$ cat src/rtl/game_seq_pkg.sv
// Shared types and defaults for the game request sequencer.
// Watchdog is built only with GAME_SEQ_WATCHDOG_EN.
package game_seq_pkg;

  typedef enum logic [2:0] {
    IDLE,
    REQ,
    RUN,
    GAP,
    ERR
  } seq_state_t;

  localparam int unsigned DEF_INTERVAL_CYCLES = 1000;
  localparam int unsigned DEF_TIMEOUT_CYCLES  = 100000000;
  localparam int unsigned DEF_CNT_W           = 16;

  // Bits needed to hold n-1 (at least one bit).
  function automatic int unsigned cnt_bits(
    input int unsigned n
  );
    return (n < 2) ? 1 : $clog2(n);
  endfunction

endpackage

$ cat src/rtl/game_req_sequencer_if.sv
// Request/busy handshake towards the game manager.
// master = sequencer side, slave = game manager side.
interface game_req_sequencer_if;
  logic gm_req;
  logic gm_busy;

  modport master (
    output gm_req,
    input  gm_busy
  );

  modport slave (
    input  gm_req,
    output gm_busy
  );
endinterface

$ cat src/rtl/seq_timer.sv
// Loadable down-counter; done is high while the count is zero.
// Used for the GAP delay and the watchdog.
module seq_timer #(
  parameter int unsigned W = 8
) (
  input  logic         clk,
  input  logic         reset_n,
  input  logic         load,
  input  logic [W-1:0] load_val,
  input  logic         enable,
  output logic         done
);

  logic [W-1:0] cnt_q;
  logic [W-1:0] cnt_d;

  always_comb begin
    cnt_d = cnt_q;
    if (load) begin
      cnt_d = load_val;
    end else if (enable && cnt_q != '0) begin
      cnt_d = cnt_q - 1'b1;
    end
  end

  always_ff @(posedge clk) begin
    if (!reset_n) begin
      cnt_q <= '0;
    end else begin
      cnt_q <= cnt_d;
    end
  end

  assign done = (cnt_q == '0);

endmodule

$ cat src/rtl/game_req_sequencer.sv
// Issues game requests (single or free-run) to a game manager.
// Optional watchdog/ERR state: define GAME_SEQ_WATCHDOG_EN.
module game_req_sequencer
  import game_seq_pkg::*;
#(
  parameter int unsigned INTERVAL_CYCLES = DEF_INTERVAL_CYCLES,
  parameter int unsigned TIMEOUT_CYCLES  = DEF_TIMEOUT_CYCLES,
  parameter int unsigned CNT_W           = DEF_CNT_W
) (
  input  logic                 clk,
  input  logic                 reset_n,
  input  logic                 run,
  input  logic                 single,
  input  logic                 err_clear,
  game_req_sequencer_if.master gm,
  output logic                 active,
  output logic [CNT_W-1:0]     game_count,
  output logic                 timeout_err
);

  // A zero interval still spends one cycle in GAP.
  localparam int unsigned GAP_N =
    (INTERVAL_CYCLES == 0) ? 1 : INTERVAL_CYCLES;
  localparam int unsigned GAP_W = cnt_bits(GAP_N);
  localparam logic [GAP_W-1:0] GAP_LOAD =
    GAP_W'(GAP_N - 1);

  seq_state_t       state_q, state_d;
  logic             gm_req_q, gm_req_d;
  logic             active_q, active_d;
  logic [CNT_W-1:0] game_count_q, game_count_d;

  logic gap_load, gap_en, gap_done;
  logic wd_done;

  seq_timer #(.W(GAP_W)) u_gap_timer (
    .clk      (clk),
    .reset_n  (reset_n),
    .load     (gap_load),
    .load_val (GAP_LOAD),
    .enable   (gap_en),
    .done     (gap_done)
  );

`ifdef GAME_SEQ_WATCHDOG_EN
  localparam int unsigned WD_N =
    (TIMEOUT_CYCLES == 0) ? 1 : TIMEOUT_CYCLES;
  localparam int unsigned WD_W = cnt_bits(WD_N);
  localparam logic [WD_W-1:0] WD_LOAD =
    WD_W'(WD_N - 1);

  logic wd_load, wd_en;
  logic timeout_err_q, timeout_err_d;

  assign wd_load = (state_d == REQ) && (state_q != REQ);
  assign wd_en   = (state_q == REQ) || (state_q == RUN);

  seq_timer #(.W(WD_W)) u_wd_timer (
    .clk      (clk),
    .reset_n  (reset_n),
    .load     (wd_load),
    .load_val (WD_LOAD),
    .enable   (wd_en),
    .done     (wd_done)
  );

  assign timeout_err_d = (state_d == ERR);
  assign timeout_err   = timeout_err_q;
`else
  localparam int unsigned unused_timeout = TIMEOUT_CYCLES;
  assign wd_done     = 1'b0;
  assign timeout_err = 1'b0;
`endif

  always_comb begin
    state_d      = state_q;
    game_count_d = game_count_q;
    unique case (state_q)
      IDLE: if (run || single) state_d = REQ;
      REQ: begin
        if (wd_done)         state_d = ERR;
        else if (gm.gm_busy) state_d = RUN;
      end
      RUN: begin
        if (wd_done) begin
          state_d = ERR;
        end else if (!gm.gm_busy) begin
          game_count_d = game_count_q + 1'b1;
          state_d      = run ? GAP : IDLE;
        end
      end
      GAP: if (gap_done) state_d = run ? REQ : IDLE;
      ERR: if (err_clear) state_d = IDLE;
      default: state_d = IDLE;
    endcase
    gm_req_d = (state_d == REQ);
    active_d = (state_d == REQ) ||
               (state_d == RUN) ||
               (state_d == GAP);
  end

  assign gap_load = (state_q == RUN) && (state_d == GAP);
  assign gap_en   = (state_q == GAP);

  always_ff @(posedge clk) begin
    if (!reset_n) begin
      state_q       <= IDLE;
      gm_req_q      <= 1'b0;
      active_q      <= 1'b0;
      game_count_q  <= '0;
`ifdef GAME_SEQ_WATCHDOG_EN
      timeout_err_q <= 1'b0;
`endif
    end else begin
      state_q       <= state_d;
      gm_req_q      <= gm_req_d;
      active_q      <= active_d;
      game_count_q  <= game_count_d;
`ifdef GAME_SEQ_WATCHDOG_EN
      timeout_err_q <= timeout_err_d;
`endif
    end
  end

  assign gm.gm_req  = gm_req_q;
  assign active     = active_q;
  assign game_count = game_count_q;

endmodule

$ cat src/flat_wrapper.sv
// flat-port wrapper written by rule: the top's interface ports become plain ports
module game_req_sequencer_flat import game_seq_pkg::*;
#(
  parameter int unsigned INTERVAL_CYCLES = DEF_INTERVAL_CYCLES,
  parameter int unsigned TIMEOUT_CYCLES  = DEF_TIMEOUT_CYCLES,
  parameter int unsigned CNT_W           = DEF_CNT_W
)
  (clk, reset_n, run, single, err_clear, active, game_count, timeout_err, gm_gm_req, gm_gm_busy);
  game_req_sequencer_if gm_i ();
  input  logic clk;
  input  logic reset_n;
  input  logic run;
  input  logic single;
  input  logic err_clear;
  output logic active;
  output logic [CNT_W-1:0] game_count;
  output logic timeout_err;
  output wire logic [$bits(gm_i.gm_req)-1:0] gm_gm_req;
  input wire logic [$bits(gm_i.gm_busy)-1:0] gm_gm_busy;
  assign gm_gm_req = gm_i.gm_req;
  assign gm_i.gm_busy = gm_gm_busy;
  game_req_sequencer #(.INTERVAL_CYCLES(INTERVAL_CYCLES), .TIMEOUT_CYCLES(TIMEOUT_CYCLES), .CNT_W(CNT_W)) u_core (.clk(clk), .reset_n(reset_n), .run(run), .single(single), .err_clear(err_clear), .gm(gm_i), .active(active), .game_count(game_count), .timeout_err(timeout_err));
endmodule
$ cat config.mk
export PLATFORM = sky130hd
export DESIGN_NAME = game_req_sequencer_flat
export DESIGN_NICKNAME = d
export VERILOG_FILES = /design/src/rtl/game_seq_pkg.sv /design/src/rtl/game_req_sequencer_if.sv /design/src/rtl/seq_timer.sv /design/src/rtl/game_req_sequencer.sv /design/src/flat_wrapper.sv
export SDC_FILE = /design/constraint.sdc
export NUM_CORES = 1
export LEC_CHECK = 0
export CORE_ASPECT_RATIO = 0.75
export CORE_MARGIN = 4
export CORE_UTILIZATION = 33
export CTS_CLUSTER_DIAMETER = 200
export DETAILED_ROUTE_END_ITERATION = 8
export SLEW_MARGIN = 20
export SYNTH_ARGS = -nofsm -noshare
export SYNTH_HDL_FRONTEND = slang
export SYNTH_SLANG_ARGS = --single-unit
$ cat constraint.sdc
create_clock -name clk -period 2.75 [get_ports clk]
set_clock_uncertainty 0.15 [all_clocks]
set_input_delay 0.4125 -clock clk [delete_from_list [all_inputs] [get_ports clk]]
set_output_delay 0.4125 -clock clk [all_outputs]
set_load 0.02 [all_outputs]
# After elaboration in Yosys (flattened, before gate mapping)

Cells that the tools add are included.

Register bits after elaboration: 31
Output and inout bits: 19
Word-level logic and storage cells: 38

Reductions and logical operators: 11
Muxes and demuxes: 10
Add/subtract/negate cells: 2
Bitwise logic cells: 2
Eq/ne operators: 7

Operator list:

| kind                  | count |
|---|---|
| $mux 10               | 2 |
| $add 16x1->16 const B | 1 |
| $mux 3                | 5 |
| $pmux 3 s5            | 1 |
| $eq 3x2->1 const B    | 4 |
| $logic_not 10->1      | 1 |
| $reduce_bool 10->1    | 1 |
| $sub 10x1->10 const B | 1 |
| $eq 3x1->1 const B    | 2 |
| $eq 3x3->1 const B    | 1 |
| $logic_not 3->1       | 1 |
| $logic_or 1x1->1      | 3 |
| $logic_and 1x1->1     | 2 |
| $mux 2                | 1 |
| $not 1->1             | 2 |
| $reduce_and 2->1      | 1 |
| $reduce_bool 2->1     | 1 |
| $reduce_or 2->1       | 1 |
| $mux 1                | 1 |

# Depth between registers and ports, before layout

Depth after elaboration: 6
Mapped depth: 6
Mapped depth without buffers: 6

# Hierarchy

A second synthesis with hierarchy kept.

Cells, all modules: 187
Area, all modules: 1615.3 sq um

By module, submodules not included:

| module             | cells an instance | area an instance (sq um) | times used |
|---|---|---|---|
| game_req_sequencer | 113               | 1017.2                   | 1 |
| seq_timer          | 74                | 598.1                    | 1 |

# Worst setup path after synthesis

Ideal clock, no wire load.

Path type: register to register
From: register u_core.u_gap_timer.cnt_q[0]
To: register u_core.u_gap_timer.cnt_q[5]
Library setup time: 0.131 ns
Path slack: 0.835 ns
Cell stages (with the launch flop): 7
Path buffers: 0
Data required time: 2.469 ns
Arrival time: 1.634 ns
Path through: dfxtp_1 inv_1 ha_1 or3b_2 o311ai_4 or3_2 a31oi_1

Word-level cells in the longest chain between the ends: 6

RTL lines:

| element                                      | RTL line                  | text |
|---|---|---|
| start, declared                              | seq_timer.sv:14           | `logic [W-1:0] cnt_q;` |
| start signal, assigned                       | seq_timer.sv:30           | `cnt_q <= cnt_d;` |
| $logic_not 10->1                             | seq_timer.sv:34           | `assign done = (cnt_q == '0);` |
| $mux 3                                       | game_req_sequencer.sv:92  | `GAP: if (gap_done) state_d = run ? REQ : IDLE;` |
| $pmux 3 s5                                   | game_req_sequencer.sv:78  | `unique case (state_q)` |
| $eq 3x2->1                                   | game_req_sequencer.sv:102 | `assign gap_load = (state_q == RUN) && (state_d == GAP);` |
| $logic_and 1x1->1                            | game_req_sequencer.sv:102 |  |
| $mux 10 or $reduce_bool 2->1 (tied branches) | n/a                       |  |

Parallel ways exist; a longest one is shown, timed or not. The select of a mux whose other input is x is not followed.
A chain may end at the register's enable or synchronous reset.

# Worst setup path after layout

From: register u_core.game_count_q[3] (netlist: u_core.game_count[3])
To: register u_core.game_count_q[13] (netlist: u_core.game_count[13])

Word-level cells in the longest chain between the ends: 1

RTL lines:

| element                | RTL line                  | text |
|---|---|---|
| start, declared        | game_req_sequencer.sv:31  | `logic [CNT_W-1:0] game_count_q, game_count_d;` |
| start signal, assigned | game_req_sequencer.sv:118 | `game_count_q <= game_count_d;` |
| $add 16x1->16          | game_req_sequencer.sv:88  | `game_count_d = game_count_q + 1'b1;` |

No other way between the ends.

==> impl_metrics.py <==
metrics = {
    "outcome": {
        "run_status": "finished, final reports clean",
    },
    "clocking": {
        "h-tree-depth": 2,
        "clock_latency_ps": 280,
        "cts_buffers": 5,
        "cts.repair_timing.setup_buffer_count": 0,
        "cts_tree": "yes",
        "cts.sink_count": 31,
        "clk_pin_slew_ps": 70,
        "clk_path_buf_depth": 2,
        "clock-root-buffer": "clkbuf_8",
        "cts.hold.buffers_added": 0,
        "cts_resized": 0,
    },
    "timing": {
        "setup_viol": 0,
        "fmax_mhz": 467,
        "hold_viol": 0,
        "maxSlewHeadroom": 0.496,
        "post-route-period-util": 0.778,
        "slew_violations": 0,
        "rsz0062_at_grt": "no",
        "fin_crit_ps": 2140,
        "finalSetupTns_ps": 0,
        "fin_ws_ps": 609,
        "worst_pin_slew_ps": 755,
    },
    "worst_setup_path": {
        "required_ps": 2800,
        "cp_data_arrival_time_ps": 2190,
        "path_buf_inv": 0,
        "cp_top_family": "simple AND/OR/NAND/NOR gates",
        "crit_fanout": 12,
        "worstSetupPathType": "reg -> reg",
        "crit_path_cell_trace": "and4_1 -> nand4_1 -> or4_1 -> a21oi_1",
        "crit_slowest_cell": "or4_1",
        "critPathLaunchType": "register",
        "r2r_start": "u_core.game_count[3]$_SDFFE_PN0P_",
        "max_stage_delay_ps": 620,
        "worstSetupEndpointType": "register",
        "ff2ff_setup_slack_ps": 610,
        "cp-startpoint": "u_core.game_count[3]$_SDFFE_PN0P_",
    },
    "global_route": {
        "grt_antenna_before_repair": 0,
        "grt_max_degree": 24,
        "grt_pass1_vias": 1258,
        "grt_overflow_total": 0,
        "grt_pass1_wl_um": 5980,
        "grt_usage": 0.133,
    },
    "layout": {
        "nFillCells": 409,
        "layout_common_cells": "dfxtp_1, clkdlybuf4s50_1, nor2_1, a21oi_1, o21ai_0",
        "final_common_cell": "dfxtp_1",
        "final_layout_size_suffix_gt1_frac": 0.0947,
        "antenna_cells": 0,
        "final_nets": 197,
        "syn_to_final_growth_pct": 25.4,
    },
    "pwr": {
        "pwr-share-clk": 0.452,
        "switching_share": 0.233,
        "peakVddDrop_uv": 307,
        "p_int_mw": 0.795,
        "power_density_nw_per_um2": 551,
        "power_switching_mw": 0.242,
        "p_leak_nw": 0.622,
        "p_comb_frac": 0.090,
        "p_seq_frac": 0.459,
    },
    "die": {
        "start_util": 0.357,
        "fp.coreArea_um2": 4200,
        "die_area_um2": 5700,
        "dieHeight_um": 66.4,
        "die_w_um": 85.9,
        "io_pins": 25,
        "fp-row-count": 20,
    },
    "detailed_routing": {
        "drtPass1Iterations": 4,
        "drt_iter0_drc": 69,
        "viasPerCell": 5.40,
        "routed_wl_um": 3460,
        "wire_per_inst_um": 14.1,
        "drc": 0,
        "ant_nets": 0,
        "num_vias": 1323,
    },
    "placed_design": {
        "place_ws_ps": 400,
        "place_congestion": 0.789,
        "port_buffers": 23,
        "hpwlAfterDp_um": 2470,
    },
    "logic_synthesis": {
        "synth-edff-count": 0,
        "async_flop_share": 0,
        "synth_cells": 165,
        "ys_warn_count": 0,
        "yosysSeqAreaShare": 0.414,
        "syn_avg_cell_area_um2": 9.09,
        "synth_cell_types": 45,
        "synth_seq_cells": 31,
        "netlist_area_um2": 1500,
        "synthesis.nets": 173,
        "synth_flop_cell": "dfxtp_1",
    },
    "run": {
        "drv_cap": 0,
    },
    "worst_hold_path": {
        "min_from": "u_core.game_count[15]$_SDFFE_PN0P_",
        "hold_class": "reg -> reg",
    },
}
metrics by stage:
step | hold slack, ps | instance area [um2] | utilization | total power, mW | instances
2_1_floorplan | 307 | 1500 | - | 0.550 | 165
3_3_place_gp | 327 | 1760 | 0.420 | 0.575 | 237
3_5_place_dp | 342 | 1760 | 0.420 | 0.577 | 237
4_1_cts | 353 | 1880 | 0.448 | 1.05 | 245
5_1_grt | 403 | 1880 | 0.448 | 1.08 | 245
6_report | 348 | 1880 | 0.448 | 1.04 | 245
path summary, 6_finish.rpt:
path | cells past startpoint | to
max | 4 | u_core.game_count[13]$_SDFFE_PN0P_
min | 2 | u_core.game_count[15]$_SDFFE_PN0P_
max reg2reg | 4 | u_core.game_count[13]$_SDFFE_PN0P_
min reg2reg | 2 | u_core.game_count[15]$_SDFFE_PN0P_
final cells by class:
type | instances | area (um2) | area share
Multi-Input combinational cell | 122 | 818 | 0.435
Sequential cell | 31 | 621 | 0.330
Timing Repair Buffer | 24 | 238 | 0.126
Tap cell | 55 | 68.8 | 0.0366
Clock buffer | 6 | 82.6 | 0.0439
Clock inverter | 2 | 35.0 | 0.0186
Inverter | 5 | 18.8 | 0.00997
metal layers:
| metal | global-route usage | up-vias | wire length, um |
|---|---|---|---|
| met4 | 0.0613 | 0 | 64 |
| met1 | 0.173 | 619 | 1760 |
| met3 | 0.0448 | 9 | 166 |
| met5 | 0 | - | 0 |
| met2 | 0.200 | 32 | 1460 |
| li1 | - | 663 | - |
cells by family after synthesis:
family                   count (synthesis)  share of synthesized area
AO/OA/AOI/OAI                           41                      0.192
buffers and inverters                   12                     0.0409
other                                    1                    0.00250
adder cells (fa/ha/maj)                  2                     0.0167
AND/OR/NAND/NOR                         65                      0.256
flip-flops                              31                      0.414
XOR/XNOR                                11                     0.0642
multiplexers                             2                     0.0142
worst reg2reg max path, cell delays in order, from the launching register on:
cell and delay (ps):
dfxtp_1 440, and4_1 300, nand4_1 370, or4_1 620
a21oi_1 180
state kept, by name, summed over array words and instances, names as in the netlist:
register,flops
u_core.active,1
u_core.game_count,16
u_core.gm.gm_req,1
u_core.state_q,3
u_core.u_gap_timer.cnt_q,10
power groups by stage:
| stage | clock network (mW) | registers, mW | logic [mW] |
|---|---|---|---|
| 2_1_floorplan | 0 | 0.485 | 0.0651 |
| 3_3_place_gp | 0 | 0.484 | 0.0905 |
| 3_5_place_dp | 0 | 0.485 | 0.0925 |
| 4_1_cts | 0.477 | 0.475 | 0.0933 |
| 5_1_grt | 0.504 | 0.477 | 0.102 |
| 6_report | 0.468 | 0.475 | 0.0932 |
synthesized netlist by cell type, drive strengths merged (2+ instances only):
cell,n,area (um2)
o41ai,2,17.5
a31oi,6,37.5
or4,5,41.3
dfxtp,31,621
nand2,8,30.0
nand3,5,25.0
inv,5,18.8
nor4,4,25.0
o21ai,9,45.0
ha,2,25.0
xnor2,4,35.0
buf,4,31.3
nand4,6,37.5
nand3b,2,15.0
clkbuf,3,11.3
or3,8,52.6
xor2,7,61.3
a21oi,12,60.1
nand2b,2,12.5
and3,2,12.5
o31ai,5,51.3
nor3,2,10.0
nor2,14,52.6
o311ai,2,35.0
Power figures use the tool's default switching activity.
